## src/rtl/gray_counter_param.sv

```systemverilog
// ============================================================================
// gray_counter_param
// ----------------------------------------------------------------------------
// Parametrised up/down Gray-code counter with enable, direction, synchronous
// clear/load and wrap-or-saturate behaviour at the limits.
//
// The Gray output is a flop fed from bin2gray(next_bin), so it is glitch-free
// and safe to sample from another clock domain (e.g. as a FIFO pointer). A
// registered binary view and terminal-count pulse are provided for local use.
//
// Parameters:
//   WIDTH      counter width in bits (2..16)
//   RESET_VAL  binary value loaded on reset (< 2**WIDTH)
//   WRAP       1 = wrap modulo 2**WIDTH, 0 = saturate at 0 / 2**WIDTH-1
//
// Ports:
//   clk       in   rising-edge clock
//   rstn      in   asynchronous active-low reset
//   en        in   count enable, one step per cycle
//   up_dn     in   1 = increment, 0 = decrement
//   clear     in   synchronous clear to 0 (highest priority)
//   load      in   synchronous load of load_val
//   load_val  in   [WIDTH] binary value to load
//   gray_out  out  [WIDTH] registered Gray code of the count
//   bin_out   out  [WIDTH] registered binary count
//   tc        out  registered terminal-count pulse
//   at_limit  out  combinational: count sits at the limit for up_dn
//   err       out  sticky Gray-adjacency error flag
//
// Optional build macro:
//   GRAY_CNT_CHECK_EN  when defined, an adjacency checker watches gray_out
//                      across count steps and raises err on a multi-bit
//                      change; when undefined, err is tied to 0.
// ============================================================================
module gray_counter_param #(
    parameter int WIDTH     = 4,
    parameter int RESET_VAL = 0,
    parameter int WRAP      = 1
) (
    input  logic             clk,
    input  logic             rstn,
    input  logic             en,
    input  logic             up_dn,
    input  logic             clear,
    input  logic             load,
    input  logic [WIDTH-1:0] load_val,
    output logic [WIDTH-1:0] gray_out,
    output logic [WIDTH-1:0] bin_out,
    output logic             tc,
    output logic             at_limit,
    output logic             err
);

    localparam logic [WIDTH-1:0] MAX_VAL  = '1;
    localparam logic [WIDTH-1:0] ONE      = WIDTH'(1);
    localparam logic [WIDTH-1:0] RST_BIN  = WIDTH'(RESET_VAL);

    function automatic logic [WIDTH-1:0] bin2gray(input logic [WIDTH-1:0] b);
        return b ^ (b >> 1);
    endfunction

    localparam logic [WIDTH-1:0] RST_GRAY = bin2gray(RST_BIN);

    logic [WIDTH-1:0] bin_q;
    logic [WIDTH-1:0] gray_q;
    logic             tc_q;
    logic [WIDTH-1:0] next_bin;
    logic             tc_next;
    logic             step;
    logic             at_max;
    logic             at_min;

    assign at_max = (bin_q == MAX_VAL);
    assign at_min = (bin_q == '0);

    // Next-state selection: clear > load > en > hold. tc only ever comes from
    // a counting step, never from clear or load.
    // NOTE: every signal written here gets a default first, so no path can
    // leave one unassigned and infer a latch.
    always_comb begin
        next_bin = bin_q;
        tc_next  = 1'b0;
        step     = 1'b0;
        if (clear) begin
            next_bin = '0;
        end else if (load) begin
            next_bin = load_val;
        end else if (en) begin
            step = 1'b1;
            if (up_dn) begin
                if (at_max) begin
                    if (WRAP != 0) begin
                        next_bin = '0;
                        tc_next  = 1'b1;
                    end
                end else begin
                    next_bin = bin_q + ONE;
                    // Saturating mode flags the step that first arrives at MAX.
                    if (WRAP == 0 && bin_q == MAX_VAL - ONE) tc_next = 1'b1;
                end
            end else begin
                if (at_min) begin
                    if (WRAP != 0) begin
                        next_bin = MAX_VAL;
                        tc_next  = 1'b1;
                    end
                end else begin
                    next_bin = bin_q - ONE;
                    if (WRAP == 0 && bin_q == ONE) tc_next = 1'b1;
                end
            end
        end
    end

    // NOTE: state registers use non-blocking assignments so every flop samples
    // the pre-edge values of its inputs regardless of process ordering.
    always_ff @(posedge clk or negedge rstn) begin
        if (!rstn) begin
            bin_q  <= RST_BIN;
            gray_q <= RST_GRAY;
            tc_q   <= 1'b0;
        end else begin
            bin_q  <= next_bin;
            gray_q <= bin2gray(next_bin);
            tc_q   <= tc_next;
        end
    end

    assign bin_out  = bin_q;
    assign gray_out = gray_q;
    assign tc       = tc_q;
    assign at_limit = (up_dn & at_max) | (~up_dn & at_min);

`ifdef GRAY_CNT_CHECK_EN
    // Compare the current gray_out with the value before the last update when
    // that update was an en step. Zero changed bits (saturated hold) is fine;
    // more than one means the adjacency property was broken.
    logic [WIDTH-1:0] prev_gray_q;
    logic             step_q;
    logic             err_q;
    logic             adj_bad;

    assign adj_bad = step_q && ($countones(gray_q ^ prev_gray_q) > 1);

    always_ff @(posedge clk or negedge rstn) begin
        if (!rstn) begin
            prev_gray_q <= RST_GRAY;
            step_q      <= 1'b0;
            err_q       <= 1'b0;
        end else begin
            prev_gray_q <= gray_q;
            step_q      <= step;
            err_q       <= err_q | adj_bad;
        end
    end

    assign err = err_q;
`else
    assign err = 1'b0;
`endif

endmodule

```

## config.mk

```make
export PLATFORM = sky130hd
export DESIGN_NAME = gray_counter_param
export DESIGN_NICKNAME = d
export VERILOG_FILES = /design/src/rtl/gray_counter_param.sv
export SDC_FILE = /design/constraint.sdc
export NUM_CORES = 1
export LEC_CHECK = 0
export ABC_AREA = 1
export BUFFER_PORTS_ARGS = -buffer_cell sky130_fd_sc_hd__buf_2
export CAP_MARGIN = 20
export CORE_AREA = 2 2 39 41
export CTS_CLUSTER_SIZE = 16
export DETAILED_ROUTE_END_ITERATION = 16
export DIE_AREA = 0 0 41 43
export HOLD_SLACK_MARGIN = 0.06
export PLACE_DENSITY = 0.69
export SETUP_SLACK_MARGIN = 0.05
export SLEW_MARGIN = 20
export SYNTH_ARGS = -nofsm -noshare
export SYNTH_HDL_FRONTEND = slang
export SYNTH_SLANG_ARGS = --single-unit
```

## constraint.sdc

```tcl
create_clock -name clk -period 3.2 [get_ports clk]
set_clock_uncertainty 0.2 [all_clocks]
set_input_delay 0.16 -clock clk [delete_from_list [all_inputs] [get_ports clk]]
set_output_delay 0.16 -clock clk [all_outputs]
set_load 0.01 [all_outputs]
```

==> results.toml <==
[route]
wire_per_inst_um = 9.901
vias_per_cell = 4.645
wl_um = 1198
drt-pass1-iter-count = 4
drt_iter0_markers = 11
vias = 562
ant_nets = 0
remaining_drc_errors = 0

[cts]
ctsHoldBuffers = 4
cts.path.max_buffers = 2
cts_tree = "done"
postCtsSetupRepairBufs = 0
cts_sinks = 8
root_buffer = "clkbuf_4"
clk_pin_slew_ps = 50
cts_buffers = 3
htreeDepth = 1
ctsResizeCount = 0
clk_latency_ps = 240

[setup_path]
critPathMaxFanout = 3
startpoint_type = "input port"
worst_r2r_path_depth = 8
crit_type = "input port to register"
reg2reg_from = "bin_out[0]$_DFF_PN0_"
crit_path_end_kind = "register"
rr_endpoint = "gray_out[1]$_DFF_PN0_"
required_ps = 3130
r2r_slack_ps = 1450
arrival_ps = 1840

[sta]
final.setup.worst_slack_ps = 1285
min_period_ps = 1915
finalMaxSlewViolations = 0
rsz0062_at_grt = "false"
setup_viol = 0
final_hold_viol_count = 0
fmax_ghz = 0.5222
setup_tns_ps = 0
post-route-period-util = 0.5984

[pwr]
p_int_mw = 0.1856
netSwitchingFraction = 0.3120
pwr-share-clk = 0.274
powerDensity_nw_per_um2 = 382.9
combPwrFrac = 0.284
p_leak_nw = 0.4292
vdd_drop_max_mv = 0.1718
p_seq_frac = 0.443
p_switching_mw = 0.08415

[final_layout]
syn_to_final_growth_pct = 30.02
antenna_cells = 0
stdcell_count = 121
final_nets = 119
drive_gt1_frac = 0.2286

[die]
core_um2 = 1384
fp.dieW_um = 41
die_area_um2 = 1763
die_h_um = 43
io_pins = 21
rows = 14
start_util = 0.3915

[hold_path]
hold_class = "input port to async pin"

[grt]
antenna_found_initial = 0
grt_pass1_wl_um = 2125
overflow = 0
first_global_vias = 553
grt_max_degree = 9
track_usage = 0.1741

[synthesis]
ys_seq_area_frac = 0.3695
syn_inst = 81
synth_top_area_frac = 0.3695
ys_seq_elements = 8
synth_fp_nets = 93
synth.largest_area_cell = "dfrtp_1"
synth_area_um2 = 541.8
yosysWarnings = 0
postSynthAreaPerCell_um2 = 6.689
ys_types = 16
ys_top_cells_by_area = "dfrtp_1, nand2_1, inv_1"

[flow_run]
drv_cap = 0

[place]
io_buffers = 19
dp_hpwl_um = 973.5
place_ws_ps = 1446
place.gp.congestion = 0.7584
placed_cells_incl_taps = 114

[outcome]
status = "finished clean"
## final cells by class
type	instances	area [um^2]
Tap cell	16	20.02
Timing Repair Buffer	23	135.1
Inverter	15	56.30
Fill cell	141	679.4
Sequential cell	8	200.2
Multi-Input combinational cell	56	270.3
Clock buffer	3	22.52
## flip-flops by register name, summed over array words and instances (netlist names)
| name | count |
|---|---|
| bin_out | 4 |
| tc | 1 |
| gray_out | 3 |
## logic make-up (layout without fill, tap and decap cells)
group / Yosys count / after routing / synth area share
and+or+nand+nor: 46 / 46 / 0.3672
buffers and inverters: 17 / 41 / 0.1316
DFF: 8 / 8 / 0.3695
AOI/OAI and AO/OA: 5 / 5 / 0.04618
adders and majority gates: 2 / 2 / 0.04618
xor gates and xnor gates: 2 / 2 / 0.03234
other: 1 / 1 / 0.006922
## how the worst max path moves through the flow
stage / from / to / slack [ps] / cells past startpoint
after CTS: clear / gray_out[1]$_DFF_PN0_ / 1280 / 8
after floorplan: bin_out[0]$_DFF_PN0_ / gray_out[1]$_DFF_PN0_ / 1500 / 8
after global routing: clear / gray_out[1]$_DFF_PN0_ / 1210 / 8
final: clear / gray_out[1]$_DFF_PN0_ / 1280 / 8
after global placement: bin_out[0]$_DFF_PN0_ / gray_out[1]$_DFF_PN0_ / 1480 / 8
after detailed placement: bin_out[0]$_DFF_PN0_ / gray_out[1]$_DFF_PN0_ / 1450 / 8
## through the flow
stage	hold slack [ps]	util	cell area [um^2]	total power [mW]
floorplan	-335.6	-	541.8	0.1674
global placement	-197.8	0.4638	641.9	0.1935
detailed placement	-193.6	0.4638	641.9	0.1949
CTS	68.82	0.5090	704.4	0.2730
global route	80.13	0.5090	704.4	0.2951
finish	80.10	0.5090	704.4	0.2697
## synthesized netlist by cell type
cell type / instances
nand3_1: 10
inv_2: 1
ha_1: 2
nand2_1: 21
nor2_1: 9
a21oi_1: 3
or2_1: 1
o21ai_0: 2
buf_4: 2
nand2_2: 1
nand4_1: 3
conb_1: 1
xor2_1: 2
inv_1: 14
nor3_1: 1
dfrtp_1: 8
## routing by layer
layer  global-route usage  wire length (um)  up-vias
met4              0.07333                 0        0
met5                    0                 0        -
met3              0.03141                46        0
li1                     -                 -      298
met1               0.2054               496      249
met2               0.2906               654       15
## critical path, cell delays in order
cell and delay [ps]:
dlygate4sd3_1 520, buf_2 130, inv_1 90, nand3_1 70, dlygate4sd3_1 570, nand2_2 100, inv_2 50, xor2_1 150
## power groups by stage
stage,registers [mW],clock network (mW),logic (mW)
finish,0.119,0.0738,0.0765
global route,0.121,0.0847,0.0892
CTS,0.120,0.0762,0.0773
detailed placement,0.121,0,0.0737
global placement,0.120,0,0.0730
floorplan,0.125,0,0.0426
## placed cells by master (no fill, tap or decap), drive strengths merged, types with 2 or more instances in the layout
cell,n
nor2,9
dlygate4sd3,4
buf,19
o21ai,2
xor2,2
nand4,3
dfrtp,8
ha,2
nand3,10
nand2,22
clkbuf,3
inv,15
a21oi,3
(Power assumes the default switching activity.)
